File: config.mk
export PLATFORM = sky130hd
export DESIGN_NAME = fir_out_buffer
export DESIGN_NICKNAME = d
export VERILOG_FILES = /design/src/rtl/fir_pkg.sv /design/src/rtl/fir_buf_ram.sv /design/src/rtl/fir_out_buffer.sv
export SDC_FILE = /design/constraint.sdc
export NUM_CORES = 1
export LEC_CHECK = 0
export BUFFER_PORTS_ARGS = -buffer_cell sky130_fd_sc_hd__buf_2
export CAP_MARGIN = 20
export CORE_MARGIN = 5
export CORE_UTILIZATION = 59
export DETAILED_ROUTE_END_ITERATION = 16
export PLACE_DENSITY_LB_ADDON = 0.25
export SYNTH_ARGS = -nofsm -noshare
export SYNTH_HDL_FRONTEND = slang
export SYNTH_HIERARCHICAL = 1
export SYNTH_SLANG_ARGS = --single-unit
export TNS_END_PERCENT = 10
File: constraint.sdc
create_clock -name CLK -period 3.5 [get_ports CLK]
set_input_delay 0.35 -clock CLK [delete_from_list [all_inputs] [get_ports CLK]]
set_output_delay 0.35 -clock CLK [all_outputs]
set_load 0.05 [all_outputs]
File: src/rtl/fir_pkg.sv
// Shared constants for the FIR datapath and its downstream buffering.
package fir_pkg;

  localparam int SAMPLE_W = 16;
  localparam int COEF_W   = 9;

  // Ceiling log2 for sizing address and pointer fields; clog2(1) = 0.
  function automatic int clog2(input int unsigned n);
    int          r;
    int unsigned v;
    r = 0;
    v = 1;
    while (v < n) begin
      v = v << 1;
      r = r + 1;
    end
    return r;
  endfunction

endpackage

File: src/rtl/fir_buf_ram.sv
// Sample storage: synchronous write, asynchronous read, no reset on the array.
module fir_buf_ram
  import fir_pkg::*;
#(
  parameter int DATA_W = SAMPLE_W,
  parameter int DEPTH  = 8
) (
  input  logic                      CLK,
  input  logic                      WE,
  input  logic [clog2(DEPTH)-1:0]   WADDR,
  input  logic [DATA_W-1:0]         WDATA,
  input  logic [clog2(DEPTH)-1:0]   RADDR,
  output logic [DATA_W-1:0]         RDATA
);

  logic [DATA_W-1:0] mem_q [DEPTH];

  // Write port: store the sample at the addressed slot.
  always_ff @(posedge CLK) begin
    if (WE) mem_q[WADDR] <= WDATA;
  end

  assign RDATA = mem_q[RADDR];

endmodule

File: src/rtl/fir_out_buffer.sv
// Show-ahead output FIFO behind myfir: absorbs filter samples without
// backpressure, presents them on valid/ready and tracks dropped samples.
module fir_out_buffer
  import fir_pkg::*;
#(
  parameter int DATA_W    = SAMPLE_W,
  parameter int DEPTH     = 8,
  parameter int AF_MARGIN = 2,
  parameter int CNT_W     = 8
) (
  input  logic                    CLK,
  input  logic                    RST,
  input  logic                    VIN,
  input  logic [DATA_W-1:0]       DIN,
  input  logic                    READY,
  input  logic                    CLR_OVF,
  output logic                    VOUT,
  output logic [DATA_W-1:0]       DOUT,
  output logic [clog2(DEPTH):0]   COUNT,
  output logic                    FULL,
  output logic                    ALMOST_FULL,
  output logic                    OVF,
  output logic [CNT_W-1:0]        DROP_CNT
);

  localparam int AW = clog2(DEPTH);
  localparam int PW = AW + 1;
  localparam logic [PW-1:0] DEPTH_C = PW'(DEPTH);
  localparam logic [PW-1:0] AF_C    = PW'(DEPTH - AF_MARGIN);

  logic [PW-1:0]     wr_ptr_q, wr_ptr_d;
  logic [PW-1:0]     rd_ptr_q, rd_ptr_d;
  logic [PW-1:0]     count_q,  count_d;
  logic              ovf_q,    ovf_d;
  logic [CNT_W-1:0]  drop_q,   drop_d;
  logic              full, nonempty, pop, push, drop;
  logic [DATA_W-1:0] rdata;
  logic [CNT_W-1:0]  drop_base;

  assign full     = (count_q == DEPTH_C);
  assign nonempty = (count_q != '0);
  assign pop      = nonempty & READY;
  assign push     = VIN & (~full | pop);
  assign drop     = VIN & full & ~pop;

  fir_buf_ram #(
    .DATA_W (DATA_W),
    .DEPTH  (DEPTH)
  ) u_ram (
    .CLK   (CLK),
    .WE    (push & ~RST),
    .WADDR (wr_ptr_q[AW-1:0]),
    .WDATA (DIN),
    .RADDR (rd_ptr_q[AW-1:0]),
    .RDATA (rdata)
  );

  // Next-state for pointers, occupancy and overflow bookkeeping.
  always_comb begin
    wr_ptr_d  = wr_ptr_q;
    rd_ptr_d  = rd_ptr_q;
    count_d   = count_q;
    if (push) wr_ptr_d = wr_ptr_q + PW'(1);
    if (pop)  rd_ptr_d = rd_ptr_q + PW'(1);
    if (push && !pop)      count_d = count_q + PW'(1);
    else if (pop && !push) count_d = count_q - PW'(1);
    // Clear is applied before counting so a same-cycle drop survives it.
    drop_base = CLR_OVF ? '0 : drop_q;
    drop_d    = drop_base;
    if (drop && (drop_base != '1)) drop_d = drop_base + CNT_W'(1);
    ovf_d = (ovf_q & ~CLR_OVF) | drop;
  end

  // State registers with synchronous reset overriding any push/pop.
  always_ff @(posedge CLK) begin
    if (RST) begin
      wr_ptr_q <= '0;
      rd_ptr_q <= '0;
      count_q  <= '0;
      ovf_q    <= 1'b0;
      drop_q   <= '0;
    end else begin
      wr_ptr_q <= wr_ptr_d;
      rd_ptr_q <= rd_ptr_d;
      count_q  <= count_d;
      ovf_q    <= ovf_d;
      drop_q   <= drop_d;
    end
  end

  assign VOUT        = nonempty;
  assign DOUT        = nonempty ? rdata : '0;
  assign COUNT       = count_q;
  assign FULL        = full;
  assign ALMOST_FULL = (count_q >= AF_C);
  assign OVF         = ovf_q;
  assign DROP_CNT    = drop_q;

endmodule

# --- Word-level counts from Yosys, hierarchy flattened ---
# Memories as Yosys holds them, arrays and structs flattened. A register that Yosys moved wholly into a read port is not among the register bits.
# Index checks and enable logic that the tools add are counted.
# Widths: inputs -> output; s select.
word_totals:
  ramBits: 128
  regBits: 21
  wordCells: 42
  input_bits: 21
  memories: 1
  output_inout_bits: 32
memory_table:
  columns: ["name", "depth", "width", "read_ports", "rd_clocked_by_memory_dff", "wr", "line_no", "rtl"]
  rows:
  - ["u_ram.mem_q", 8, 16, 1, 1, 1, "fir_buf_ram.sv:16", "logic [DATA_W-1:0] mem_q [DEPTH];"]
classes:
  reduce_logical: 7
  bitwise_logic: 12
  order_cmp: 1
  muxes: 9
  n_eq_ne: 2
  n_addsub: 5
ops:
  columns: ["cell", "n"]
  rows:
  - ["$mux 16", 1]
  - ["$mux 8", 2]
  - ["$add 4x1->4 const B", 3]
  - ["$add 8x1->8 const B", 1]
  - ["$mux 4", 2]
  - ["$ne 8x8->1 const B", 1]
  - ["$and 1x1->1", 6]
  - ["$mux 3", 2]
  - ["$eq 4x4->1 const B", 1]
  - ["$ge 4x3->1 const B", 1]
  - ["$not 1->1", 4]
  - ["$reduce_bool 4->1", 1]
  - ["$sub 4x1->4 const B", 1]
  - ["$logic_and 1x1->1", 3]
  - ["$logic_not 1->1", 2]
  - ["$mux 1", 2]
  - ["$or 1x1->1", 2]
  - ["$reduce_bool 2->1", 1]

# --- Logic depth before layout (Yosys ltp) ---
logic_depth:
  depth_word: 8
  depth_mapped: 10
  mapped_depth_nobuf: 10

# --- Modules after synthesis ---
# The synthesis kept the hierarchy.
by_module_without_submodules:
  columns: ["module", "seq_area_each_um2", "area_each_um2", "n_inst", "cells_per_inst"]
  rows:
  - ["fir_buf_ram", 3843.7, 4973.5, 1, 198]
  - ["fir_out_buffer", 380.4, 1158.6, 1, 137]

# --- Least setup slack after synthesis ---
# Ideal clock, no wire load.
synth_path:
  kind: "register to register"
  startpoint: "register count_q[3] (netlist: COUNT[3])"
  endpoint: "register count_q[3] (netlist: COUNT[3])"
  n_path_buf: 0
  t_arrival_ns: 2.980
  path_slack_ns: 0.399
  stages_incl_launch_ff: 11
  synth_period_minus_slack_ns: 3.101
  required_time_ns: 3.379
  setup_ns: 0.121
  cell_sequence: "dfxtp_1 > or4b_4 > o21ai_0 > inv_1 > ha_1 > inv_1 > ha_1 > a21oi_1 > a211oi_1 > a31oi_1 > mux2_2"
synth_between:
  elab_chain_len: 7
  word_cells_on_any_way: 15
  classes_between: "2 x add/sub; 1 x eq/ne; 2 x mux; 4 x bitwise; 6 x reduce/logical"
synth_rtl:
  columns: ["element", "line_no", "rtl"]
  rows:
  - ["start, declared", "fir_out_buffer.sv:33", "logic [PW-1:0] count_q, count_d;"]
  - ["start signal, assigned", "fir_out_buffer.sv:85", "count_q <= count_d;"]
  - ["$reduce_bool 4->1 / $eq 4x4->1 (equally long branches)", "fir_out_buffer.sv:41, fir_out_buffer.sv:40", null]
  - ["$and 1x1->1 / $not 1->1 (equally long branches)", "fir_out_buffer.sv:42, fir_out_buffer.sv:43", null]
  - ["$or 1x1->1 (*)", "fir_out_buffer.sv:43", "assign push = VIN & (~full | pop);"]
  - ["$and 1x1->1 (*)", "fir_out_buffer.sv:43", null]
  - ["via push", "fir_out_buffer.sv:36", "logic full, nonempty, pop, push, drop;"]
  - ["$logic_not 1->1", "fir_out_buffer.sv:66", "else if (pop && !push) count_d = count_q - PW'(1);"]
  - ["$logic_and 1x1->1", "fir_out_buffer.sv:66", null]
  - ["$reduce_bool 2->1 (no line)", null, null]
# Mark *: on every way through the listed nets, which the timed path passes. The rest lies on a longest branch. The select of a mux whose other input is x is not followed.
# A chain may end at the register's enable or synchronous reset.

# --- Worst setup path after layout ---
layout_path:
  startpoint: "register count_q[0] (netlist: COUNT[0])"
  endpoint: "register count_q[3] (netlist: COUNT[3])"
# Same word-level chain as after synthesis.

==> flow_summary.yaml <==
timing:
  skew_ns: 0.00783
  slew_headroom_pct: 43.2
  fin_setup_tns_ns: 0
  rsz0062_at_grt: "no"
  tightest_slew_ns: 0.849
  max_freq_mhz: 326
  finalSetupViolations: 0
  fin_crit_sh_pct: 87.6
  fin_hold_ws_ns: 0.0891
  layout_setup_ws_ns: 0.433
  hold_viol: 0
  period_minus_slack_ns: 3.07
  slew_violations: 0
placement:
  hpwl_mm: 6.68
  port_buffers: 52
  dp_slack_ns: 0.436
  gp_congestion: 0.755
setup_path:
  regToRegSetupSlack_ns: 0.43
  crit_chain: "or4b_4 -> o21ai_0 -> inv_1 -> ha_1 -> inv_1 -> ha_1 -> a21oi_1 -> a211oi_1 -> a31oi_1 -> mux2_2"
  crit_path_max_incr_delay_ns: 0.58
  cp.required_ns: 3.91
  worstSetupPathType: "flop to flop"
  r2r-end: "COUNT[3]"
  startpoint_type: "flop"
  r2r_start: "COUNT[0]"
  worst-path-buf-inv: 2
  arrival_ns: 3.48
  reg2reg_depth: 10
  cp_max_fo: 6
  end_kind: "flop"
  crit_path_top_delay_cell: "or4b_4"
  crit_family: "compound AO/OA/AOI/OAI gates"
layout:
  layout-drive-gt1-share_pct: 30.5
  num_antenna_cells: 0
  nNetsFinal: 431
  area_growth_pct: 17.5
  nFillCells: 627
  utilization_pct: 70.4
min_path:
  hp-start: "DIN[9]"
  hold_path_end: "u_ram/mem_q[4][9]"
  min_delay_path_depth: 1
  min_path_type: "input pin to flop"
route:
  routedWlPerCell_um: 20.2
  antenna_left: 0
  num_vias: 3269
  dr.pass1.iters: 5
  drc_errors: 0
  drt_iter0_markers: 244
  wl_mm: 11.2
  vias_per_cell: 5.92
clock_network:
  cts_tree: "built"
  clk_pin_slew_ns: 0.06
  postCtsSetupBuffers: 0
  cts.path.max_buffers: 2
  postCtsResizedCells: 0
  cts_htree_levels: 4
  cts_buffers: 17
  cts-root-buf: "clkbuf_8"
  clock_latency_ns: 0.52
  cts-hold-fix-buffers: 0
  cts.sinks: 147
die:
  rows: 37
  die_w_um: 112
  start_util_pct: 59.9
  core_sq_um: 10200
  io_pins: 53
  die_y_um: 112
  fp.dieArea_sq_um: 12500
synthesis:
  netlist.area_leader.share_pct: 62.7
  ys_types: 51
  syn-num-nets: 363
  ys_ff_latch: 147
  ys_seq_area_share_pct: 68.9
  ys.flop_type: "edfxtp_1"
  ys_async_sr_fraction_pct: 0
  syn_area_sq_um: 6130
  synth.area.top_cells: "edfxtp_1, mux4_1, dfxtp_1"
  synth-edff-count: 128
  syn-mean-instance-area_sq_um: 18.3
  postSynthCellCount: 335
  synth_top_area_cell: "edfxtp_1"
  yosysWarnings: 6
  yosys.cell_count.top_type: "edfxtp_1"
  synth_commonest_cells: "edfxtp_1, mux4_1, nor2_1"
grt:
  grt_first_pass_wirelength_mm: 17.4
  grt_start_max_net_pins: 34
  antenna_found_initial: 0
  grt_pass1_vias: 3247
  grtUsageTotal_pct: 18.7
  grt_overflow_total: 0
power_and_ir_drop:
  power.density_nw_per_um2: 751
  ir_drop_mv: 0.515
  p_leak_uw: 0.00256
run:
  cap_viol_max_count: 0
outcome:
  outcome: "complete, no violations"
-- cells by family after synthesis --
logic type | synth area share (%)
fa+ha+maj | 1.55
simple gates | 7.37
mux | 17.3
flops | 68.9
xor+xnor | 0.857
compound gates | 2.24
buf+inv | 1.84
-- sequential cells by signal, indices dropped and copies added (netlist names) --
name         cells
COUNT            4
u_ram/mem_q    128
rd_ptr_q         3
OVF              1
DROP_CNT         8
wr_ptr_q         3
-- report_power, final --
group          internal [uW]  total (uW)  switching [uW]
sequential              1970        2070            90.4
combinational            556        1470             918
clock                   1170        1870             706
-- layout by cell type (no fill, tap or decap), types with 2 or more instances in the layout --
master     netlist  final
mux4_1          28     28
clkbuf_16        0     16
nand2_1          7      7
buf_4            1     11
mux4_2           4      4
clkinv_4         0      4
buf_2            1     52
nand2b_1         5      5
nor3_2           0      2
mux2_2          18     18
inv_6            0      4
edfxtp_1       128    128
a211oi_1         2      2
nand3_1          6      6
bufinv_16        0      4
dfxtp_1         19     18
a21oi_1          7      7
nor2_1          23     23
o311ai_0         2      2
clkinv_1         0      2
nor2b_1          3      3
xor2_1           5      5
nor3_1           4      2
ha_1             6      6
and2_1          16     16
inv_1            4      4
o21ai_0          3      3
mux2i_1          3      3
or3_1            3      3
-- worst max-delay path by stage --
stage	from	endpoint	slack, ns	cells past startpoint
final	COUNT[0]	COUNT[3]	0.43	10
after global routing	COUNT[0]	COUNT[3]	0.25	10
after global placement	COUNT[0]	COUNT[3]	0.55	10
after CTS	COUNT[0]	COUNT[3]	0.43	10
after floorplan	COUNT[3]	COUNT[3]	0.40	10
after detailed placement	COUNT[0]	COUNT[3]	0.44	10
-- routing by layer --
layer	GRT usage, %	share of wire, %
met1	23.6	44
met2	31.0	51
met3	5.76	4.6
met4	6.25	0.88
met5	0	0
-- through the flow --
stage	cells	area [sq um]	total power, uW
finish	552	7200	5410
global route	552	7200	5630
CTS	552	7200	5460
detailed placement	520	6580	3590
global placement	520	6580	3570
floorplan	335	6130	3270
-- cell type report --
type,count,area [sq um],share of cell area (%)
Timing Repair Buffer,64,363,5.04
Clock inverter,15,205,2.85
Multi-Input combinational cell,168,1810,25.1
Clock buffer,17,414,5.75
Tap cell,136,170,2.36
Sequential cell,147,4230,58.7
Inverter,5,20.0,0.278
No activity file was read; power rests on OpenSTA's default activity.
